<file path="config.mk">
export PLATFORM = sky130hd
export DESIGN_NAME = pc_stack_unit
export DESIGN_NICKNAME = d
export VERILOG_FILES = /design/src/rtl/pc_stack_unit.sv
export SDC_FILE = /design/constraint.sdc
export NUM_CORES = 1
export LEC_CHECK = 0
export ABC_AREA = 1
export CORE_AREA = 3 3 100 149
export DETAILED_ROUTE_END_ITERATION = 6
export DIE_AREA = 0 0 103 152
export PLACE_DENSITY = 0.74
export SLEW_MARGIN = 20
export SYNTH_ARGS = -nofsm -noshare
export SYNTH_HDL_FRONTEND = slang
export SYNTH_SLANG_ARGS = --single-unit
export TNS_END_PERCENT = 100
</file>
<file path="constraint.sdc">
create_clock -name clk -period 3.15 [get_ports clk]
set_input_delay 0.63 -clock clk [delete_from_list [all_inputs] [get_ports clk]]
set_output_delay 0.63 -clock clk [all_outputs]
set_load 0.03 [all_outputs]
</file>
<file path="src/rtl/pc_stack_unit.sv">
// Program counter with a hardware return-address LIFO for the Dyna-85 fetch path.
// Optional PC-relative branch (pc_rel/rel_off ports) is enabled by defining PC_REL_BRANCH_EN.
module pc_stack_unit #(
    parameter int                ADDR_W      = 16,
    parameter int                STACK_DEPTH = 8,
    parameter logic [ADDR_W-1:0] RESET_VEC   = '0
) (
    input  logic                               clk,
    input  logic                               reset,
    input  logic                               pc_inc,
    input  logic                               pc_load,
    input  logic                               pc_call,
    input  logic                               pc_ret,
`ifdef PC_REL_BRANCH_EN
    input  logic                               pc_rel,
    input  logic signed [7:0]                  rel_off,
`endif
    input  logic [ADDR_W-1:0]                  jmp_add,
    output logic [ADDR_W-1:0]                  pc_out,
    output logic [ADDR_W-1:0]                  stack_top,
    output logic [$clog2(STACK_DEPTH+1)-1:0]   stack_cnt,
    output logic                               stack_full,
    output logic                               stack_empty,
    output logic                               stack_err
);

    localparam int CNT_W = $clog2(STACK_DEPTH + 1);
    localparam int PTR_W = $clog2(STACK_DEPTH);

    logic [ADDR_W-1:0] stack_mem [STACK_DEPTH];
    logic [ADDR_W-1:0] pc_nxt;
    logic [CNT_W-1:0]  cnt_nxt;
    logic              err_nxt;
    logic              push;
    logic [PTR_W-1:0]  wr_idx;
    logic [PTR_W-1:0]  top_idx;

`ifdef PC_REL_BRANCH_EN
    // Offset is sign-extended to the PC width; the add wraps modulo 2^ADDR_W.
    function automatic logic [ADDR_W-1:0] rel_target(input logic [ADDR_W-1:0] pc,
                                                     input logic signed [7:0] off);
        logic signed [ADDR_W-1:0] ext;
        ext = ADDR_W'(off);
        return pc + ADDR_W'(ext);
    endfunction
`endif

    assign stack_full  = (stack_cnt == CNT_W'(STACK_DEPTH));
    assign stack_empty = (stack_cnt == '0);
    assign wr_idx      = PTR_W'(stack_cnt);
    assign top_idx     = PTR_W'(stack_cnt - CNT_W'(1));
    assign stack_top   = stack_empty ? '0 : stack_mem[top_idx];

    // One action per cycle, highest-priority strobe wins.
    always_comb begin
        pc_nxt  = pc_out;
        cnt_nxt = stack_cnt;
        err_nxt = stack_err;
        push    = 1'b0;
        if (reset) begin
            pc_nxt  = RESET_VEC;
            cnt_nxt = '0;
            err_nxt = 1'b0;
        end else if (pc_call) begin
            if (stack_full) begin
                err_nxt = 1'b1;
            end else begin
                push    = 1'b1;
                cnt_nxt = stack_cnt + CNT_W'(1);
                pc_nxt  = jmp_add;
            end
        end else if (pc_ret) begin
            if (stack_empty) begin
                err_nxt = 1'b1;
            end else begin
                pc_nxt  = stack_top;
                cnt_nxt = stack_cnt - CNT_W'(1);
            end
        end else if (pc_load) begin
            pc_nxt = jmp_add;
`ifdef PC_REL_BRANCH_EN
        end else if (pc_rel) begin
            pc_nxt = rel_target(pc_out, rel_off);
`endif
        end else if (pc_inc) begin
            pc_nxt = pc_out + ADDR_W'(1);
        end
    end

    always_ff @(posedge clk) begin
        if (reset) begin
            pc_out    <= RESET_VEC;
            stack_cnt <= '0;
            stack_err <= 1'b0;
        end else begin
            pc_out    <= pc_nxt;
            stack_cnt <= cnt_nxt;
            stack_err <= err_nxt;
        end
    end

    // Stack storage carries no reset; an empty count masks stale entries.
    always_ff @(posedge clk) begin
        if (push) begin
            stack_mem[wr_idx] <= pc_out + ADDR_W'(1);
        end
    end

endmodule

</file>
==> metrics, run 1 <==
Non-Filler Instances 980; fin crit share 0.956; worst slew pin tran 624 ps; drt via density 5.84; H-tree depth 4; Seq cells post-synth 149; global-route wire length before repair 29,400 µm; Die Y 152 µm; Port-buffer cells 60; DRC 0; Site Rows 52; Max-Cap Viols 0; post-synth top area share 0.545; final hold viol count 0; worst hold slack 482 ps; most frequent CP cell inv_1; Worst path max stage delay 420 ps; sum of routed wire length over all layers 18,600 µm; Psw 2760 µW; Iter 0 DRT Violations 628; Max VDD drop 0.451 mV; leading post-synthesis cells by cell area edfxtp_1 (55%), nand2_1 (8.1%), dfxtp_1 (6.0%), nor2_1 (5.8%), nand3_1 (3.7%); CTS Root Cell clkbuf_16; Leak 0.00329 µW; Hold Crit Start stack_err; Mapped Cells 741; placed cell areas 0.00790 mm²; Syn-to-layout area delta 20.9%; DIE WIDTH 103 µm; placed cells 948; post-CTS setup buffers 0; Die ar. 0.0157 mm²; Detail Placement HPWL 12,200 µm; outcome completed; RSZ-0062 raised after global routing no; Critical Path RT 2520 ps; Post-synth top flop edfxtp_1; TritonCTS clock tree built; FF-to-FF End stack_mem[7][6]; Ys Warns 0; Post-Syn Nets 767; GRT overflow 0; initial antenna violation count 0; Final Slew Violations 0; worst-path cell chain inv_1 -> ha_4 -> buf_12 -> o21ai_0 -> o211ai_1 -> nand3_1 -> inv_1 -> buf_4; Tot GR Track Use 0.246; fill count 1,095; CP max FO 39; minimum clock period 3010 ps; Clk pin slew, worst setup/hold paths 60 ps; CTS max path bufs 2; Setup Crit Path Kind reg -> out; area leader, netlist edfxtp_1; DRT antenna net count 0; FF-to-FF setup slack 860 ps; clock sinks 149; sequential share of power 0.334; GPL Wtd Cong 0.977; worst reg2reg path depth 7; PwrDens 868 mW/mm²; layout cells sized above 1 0.121; post-synth cell types 30; DR WL/cell 19.0 µm; Max Freq 332 MHz; Ports 61; Initial Util 0.516; Design Area, Final 0.00852 mm²; critical path arrival 2380 ps; Setup crit end kind output port; Sw Ratio 0.373; ys async rst share 0; Hold Path End stack_err; Clock Power Share 0.277; core footprint 0.0137 mm²; combinational share of power 0.389; Startpoint Class register; later-pin clock latency in the skew report 420 ps; number of flops mapped to enable cells by yosys 128; 1st-pass router iterations 5; post-layout total power 7390 µW; pin count of the biggest net entering global routing 53; via count 5,727; number of diodes 0; Post-Syn Area 0.00705 mm²; nets@finish 831; clock skew 5.71 ps; final setup violation count 0; vias in the first global route 5,685; RR Startpoint stack_cnt[2]; max_slew headroom 0.582; worst hold path type reg -> reg; sequential-to-total area share from yosys stat 0.605; final worst-path setup slack 140 ps; worst hold path depth 2; Synth Area per Inst 9.51 µm²; CTS Buf Count 17; cell-internal power 4630 µW; Slowest-stage cell, CP dfxtp_1; Place WS 408 ps
[synth_stat cells, types with 2 or more instances]
library cell  number
a21oi_2           12
a21oi_1           43
edfxtp_1         128
nand2_1          152
buf_4              4
nand3_1           52
ha_1               4
buf_2             15
o21ai_1            5
dfxtp_1           21
buf_6              2
o211ai_1          18
xnor2_1            2
nor2_1           109
inv_1             56
nand4_1           12
and3_1             8
nor4_1             2
nor3_1             5
nand2_2            2
clkbuf_1          18
xor2_1             8
o21ai_0           52
inv_2              5
[through the flow]
step                setup TNS (ps)   util
finish                           0  0.624
global route                     0  0.624
CTS                              0  0.622
detailed placement               0  0.578
global placement                 0  0.578
floorplan                   -16240      -
[timing repair]
action	4_1_cts	5_1_grt
endpoints found under the setup margin	4	12
pin swaps	0	0
hold buffers	0	0
gates resized for setup	2	4
gates cloned	0	0
[power by group through the flow]
stage	logic [µW]	registers, µW	clock network [µW]
detailed placement	2810	2500	0
finish	2880	2470	2050
global placement	2760	2500	0
global route	3100	2480	2130
floorplan	1660	2580	0
CTS	2830	2460	2050
[registers in the layout, indices dropped and copies added, names as in the netlist]
signal	count
pc_out	16
stack_cnt	4
stack_err	1
stack_mem	128
[layout by cell type, fill, tap and decap left out, drive strengths merged, types with 3 or more instances in the layout]
master / Yosys / final
edfxtp: 128 / 128
bufinv: 0 / 3
nand3: 53 / 53
dfxtp: 21 / 21
nor2: 109 / 109
o21ai: 57 / 57
clkbuf: 18 / 20
o211ai: 18 / 18
nand2: 155 / 155
buf: 22 / 41
xor2: 8 / 8
clkinv: 0 / 6
inv: 61 / 63
nor3: 5 / 5
clkdlybuf4s50: 0 / 43
nand4: 12 / 12
ha: 4 / 4
a21oi: 55 / 55
and3: 8 / 8
[cells by family (layout without fill, tap and decap cells)]
family | after synthesis | count (layout) | synth area share
compound gates | 132 | 132 | 0.109
xor+xnor | 10 | 10 | 0.0124
fa+ha+maj | 4 | 4 | 0.00710
buf+inv | 101 | 178 | 0.0607
flops | 149 | 149 | 0.605
simple gates | 345 | 345 | 0.206
[metal layers]
metal | routed length [µm] | global-route usage | vias to the layer above
li1 | - | - | 2648
met1 | 7050 | 0.306 | 2708
met2 | 9550 | 0.399 | 302
met3 | 1260 | 0.0546 | 69
met4 | 764 | 0.120 | 0
met5 | 0 | 0 | -
[critical path, delay by kind of cell, from the launching register on]
family / cells / cell delay, ps
and+or+nand+nor: 1 / 170
AOI/OAI and AO/OA: 2 / 380
buffers and inverters: 4 / 590
DFF: 1 / 420
adders and majority gates: 1 / 370
[how the worst max path moves through the flow]
stage	from	end	slack, ps	depth (start not counted)
after floorplan	stack_cnt[0]	stack_mem[1][0]	-480	8
after global placement	stack_cnt[1]	stack_top[15]	450	7
after detailed placement	stack_cnt[1]	stack_top[15]	410	7
after CTS	stack_cnt[1]	stack_top[6]	40	8
after global routing	stack_cnt[1]	stack_top[6]	3	8
final	stack_cnt[1]	stack_top[6]	140	8
[cell type report]
type	count	area [µm²]	area share
Inverter	61	229	0.0269
Clock inverter	12	155	0.0182
Sequential cell	149	4270	0.500
Multi-Input combinational cell	491	2420	0.284
Clock buffer	20	437	0.0512
Tap cell	162	203	0.0238
Timing Repair Buffer	85	817	0.0959
(Power assumes the default switching activity.)
==> run 2: changes to the inputs <==
Settings changed: ABC_CLOCK_PERIOD_IN_PS set to 3150, CTS_CLUSTER_DIAMETER set to 100, MAX_ROUTING_LAYER set to met4.
==> metrics, run 2 (same netlist as run 1, synthesis figures left out) <==
via count 5,740; PwrDens 873 mW/mm²; RSZ-0062 raised after global routing no; Hold Path End stack_err; fill count 1,096; multi-input logic area 0.00241 mm²; TritonCTS clock tree built; later-pin clock latency in the skew report 420 ps; worst-path cell chain inv_1 -> ha_4 -> buf_12 -> o21ai_0 -> o211ai_1 -> nand3_1 -> inv_1 -> buf_4; commonest cells after routing, fill and taps aside nand2_1 (152), edfxtp_1 (128), nor2_1 (109); 1st-pass router iterations 6; final hold viol count 0; minimum clock period 2960 ps; Hold Buf Count CTS 0; Syn-to-layout area delta 21.4%; worst reg2reg path depth 7; CTS Root Cell clkbuf_16; Final Slew Violations 0; Leak 0.00331 µW; initial antenna violation count 0; nets@finish 833; Sequential cell area 0.00427 mm²; Top delay family on crit path buffers and inverters; RR Startpoint stack_cnt[2]; post-layout total power 7470 µW; Die ar. 0.0157 mm²; vias in the first global route 5,683; Detail Placement HPWL 12,500 µm; layout cells sized above 1 0.126; Top Registers stack_mem: 128 flops, pc_out: 16 flops, stack_cnt: 4 flops; most common cell after layout, fill and taps aside nand2_1; sum of routed wire length over all layers 19,200 µm; Initial Util 0.516; drt via density 5.85; Worst path max stage delay 390 ps; Site Rows 52; Max VDD drop 0.503 mV; CTS Buf Count 17; FF-to-FF End stack_mem[7][11]; CP max FO 39; clock skew 6.25 ps; DRC 0; Ports 61; Critical Path RT 2520 ps; Setup Crit Path Kind reg -> out; Iter 0 DRT Violations 562; placed cell areas 0.00793 mm²; worst slew pin tran 674 ps; clock sinks 149; most frequent CP cell inv_1; Hold Crit Start stack_err; DIE WIDTH 103 µm; Design Area, Final 0.00856 mm²; max FFs per register 128; Max Freq 338 MHz; pin count of the biggest net entering global routing 45; final worst-path setup slack 190 ps; DR WL/cell 19.5 µm; Slowest-stage cell, CP dfxtp_2; Max-Cap Viols 0; Clk pin slew, worst setup/hold paths 60 ps; post-CTS setup buffers 0; Port-buffer cells 60; Biggest register stack_mem; final setup violation count 0; Startpoint Class register; global-route wire length before repair 30,200 µm; worst hold path type reg -> reg; number of diodes 0; Buffers & Inverters on Critical Path 4; critical path arrival 2330 ps; outcome completed; worst hold path depth 2; max_slew headroom 0.549; final core occ 0.627; FF-to-FF setup slack 820 ps; H-tree depth 4; Place WS 402 ps; Die Y 152 µm; core footprint 0.0137 mm²; Tot GR Track Use 0.260; Setup crit end kind output port; GRT overflow 0; fin crit share 0.940; GPL Wtd Cong 0.960; DRT antenna net count 0; CTS max path bufs 2
-- run 2: per-layer routing --
layer / vias up / share of wire / GRT usage
li1: 2661 / - / -
met1: 2702 / 0.39 / 0.323
met2: 312 / 0.51 / 0.404
met3: 65 / 0.068 / 0.0537
met4: 0 / 0.040 / 0.123
met5: - / 0 / -
-- run 2: worst max path at each step --
stage                 start              end  slack (ps)  cells after the start
5_1_grt        stack_cnt[1]     stack_top[6]          70                      8
6_report       stack_cnt[1]     stack_top[6]         190                      8
3_3_place_gp   stack_cnt[1]    stack_top[15]         430                      7
2_1_floorplan  stack_cnt[0]  stack_mem[1][0]        -480                      8
4_1_cts        stack_cnt[1]     stack_top[6]         100                      8
3_5_place_dp   stack_cnt[1]    stack_top[15]         400                      6
-- run 2: where the power goes --
part	switching, µW	total, µW	internal (µW)	leakage (µW)
clock network	790	2120	1330	0.000291
logic	1860	2880	1020	0.00167
registers	108	2470	2370	0.00135
-- run 2: worst register-to-register path, stage by stage, from the launching register on --
cell and delay (ps):
dfxtp_1 550, inv_2 190, nand3_1 130, inv_2 50, nor3_1 240, inv_1 220
nor4_2 300, buf_4 330
-- run 2: repair_timing --
item                                   4_1_cts  5_1_grt
endpoints found under the hold margin        0        0
resized for setup                            3        2
setup endpoints to repair                    5        2
-- run 2: through the flow --
step | setup TNS (ps) | std cells | hold WS (ps)
6_report | 0 | 982 | 470
5_1_grt | 0 | 982 | 498
4_1_cts | 0 | 982 | 473
3_5_place_dp | 0 | 950 | 456
3_3_place_gp | 0 | 950 | 457
2_1_floorplan | -16240 | 741 | 597
-- run 2: layout make-up --
cell class	instances	area share
Timing Repair Buffer	87	0.0982
Sequential cell	149	0.498
Multi-Input combinational cell	491	0.281
Tap cell	162	0.0237
Clock inverter	12	0.0209
Clock buffer	20	0.0510
Inverter	61	0.0267
==> run 3: changes to the inputs <==
==> constraint.sdc (replaced) <==
create_clock -name clk -period 3.15 [get_ports clk]
set_input_delay 0.945 -clock clk [delete_from_list [all_inputs] [get_ports clk]]
set_output_delay 0.945 -clock clk [all_outputs]
set_load 0.03 [all_outputs]
==> metrics, run 3 (same netlist as run 1, synthesis figures left out) <==
Initial Util 0.516; vias in the first global route 5,698; Leak 0.00341 µW; Top Layer Used met4; Clk pin slew, worst setup/hold paths 60 ps; Setup Crit Path Kind reg -> out; Startpoint Class register; combinational share of power 0.415; Die ar. 0.0157 mm²; Biggest register stack_mem; FF-to-FF setup slack 910 ps; Detail Placement HPWL 12,500 µm; pin count of the biggest net entering global routing 52; Max Freq 322 MHz; RR Startpoint stack_cnt[2]; worst reg2reg path depth 7; outcome completed; wire length on met3 1460 µm; sequential share of power 0.324; Setup crit end kind output port; GRT overflow 0; initial antenna violation count 0; Max VDD drop 0.514 mV; critical path arrival 2160 ps; WL met2 10,100 µm; DR WL/cell 19.7 µm; Psw 2880 µW; cell-internal power 4750 µW; Max-Cap Viols 0; Critical Path RT 2200 ps; worst hold slack 483 ps; global-route wire length before repair 30,300 µm; GPL Wtd Cong 0.985; CTS max path bufs 2; worst slew pin tran 725 ps; Syn-to-layout area delta 24.0%; max_slew headroom 0.515; final worst-path setup slack 46.6 ps; DRT antenna net count 0; Port-buffer cells 60; H-tree depth 4; Worst Setup SP stack_cnt[0]; TritonCTS clock tree built; clock sinks 149; Site Rows 52; Top Registers stack_mem: 128 flops, pc_out: 16 flops, stack_cnt: 4 flops; FF-to-FF End stack_mem[7][2]; CP max FO 28; CTS Root Cell clkbuf_16; minimum clock period 3100 ps; worst hold path type reg -> reg; clock skew 9.65 ps; core footprint 0.0137 mm²; Die Y 152 µm; number of diodes 0; final setup violation count 0; Hold Path End stack_err; 1st-pass router iterations 6; sum of routed wire length over all layers 19,600 µm; worst hold path depth 2; fin crit share 0.985; Final Slew Violations 0; Place WS 200 ps; DRC 0; DIE WIDTH 103 µm; Tot GR Track Use 0.262; Iter 0 DRT Violations 658; commonest cells after routing, fill and taps aside nand2_1 (152), edfxtp_1 (128), nor2_1 (109); wl on met1 7360 µm; via count 5,847; PwrDens 873 mW/mm²; RSZ-0062 raised after global routing yes; Clock Power Share 0.261; layout cells sized above 1 0.151; Hold Crit Start stack_err; max FFs per register 128; Ports 61; drt via density 5.86; CTS Buf Count 17; later-pin clock latency in the skew report 420 ps; most common cell after layout, fill and taps aside nand2_1; Sw Ratio 0.378; final hold viol count 0; nets@finish 848
-- run 3: cell types whose count changed in the layout (fill, tap and decap cells not counted), sizes merged --
cell | previous run | this run
clkdlybuf4s50 | 43 | 42
dlygate4sd2 | 1 | 0
inv | 62 | 64
buf | 43 | 59
clkinv | 4 | 10
bufinv | 4 | 2
clkinvlp | 3 | 0
clkbuf | 20 | 18
-- run 3: repair_timing --
action                                  in CTS  in global routing
setup buffers                                4                  6
endpoints found under the setup margin      16                 16
endpoints found under the hold margin        0                  0
hold buffers                                 0                  0
gates resized for setup                     16                 19
pin swaps                                    2                  5
cloned                                       1                  0
-- run 3: power by group through the flow --
stage,clock (µW),sequential [µW],combinational [µW]
after floorplan,0,2580,1660
after global placement,0,2500,2800
after detailed placement,0,2500,2850
after CTS,1990,2460,3010
after global routing,2080,2480,3390
final,1990,2470,3170
-- run 3: final cells by class --
type | count | area, µm²
repair buffers | 102 | 1020
clock buffers | 17 | 425
fillers | 1034 | 4920
inverters | 61 | 229
well taps | 162 | 203
multi-input cells | 491 | 2440
flip-flops and latches | 149 | 4270
clock inverters | 15 | 155
-- run 3: how the worst max path moves through the flow --
stage | end | slack (ps) | cells past startpoint
after global placement | stack_top[15] | 250 | 8
after global routing | stack_top[8] | -10 | 8
after CTS | stack_top[0] | 3 | 10
after detailed placement | stack_top[2] | 200 | 7
final | stack_top[4] | 50 | 8
after floorplan | stack_mem[1][0] | -580 | 6
-- run 3: layer usage --
layer	GRT usage	up-vias
li1	-	2693
met1	0.323	2742
met2	0.425	352
met3	0.0450	60
met4	0.102	0
met5	-	-
-- run 3: through the flow --
stage	instances	power (µW)	setup TNS, ps	instance area (µm²)	utilization
after floorplan	741	4250	-22360	7060	-
after global placement	955	5290	0	7960	0.583
after detailed placement	955	5350	0	7960	0.583
after CTS	992	7470	0	8650	0.633
after global routing	997	7950	-16.3	8740	0.640
final	997	7630	0	8740	0.640
-- run 3: worst max-delay path, stage by stage (launching register included) --
cell and delay (ps):
dfxtp_2 370, inv_2 90, ha_4 330, buf_8 210, o21ai_0 150, o211ai_1 210, o211ai_1 150, inv_1 80
buf_4 160
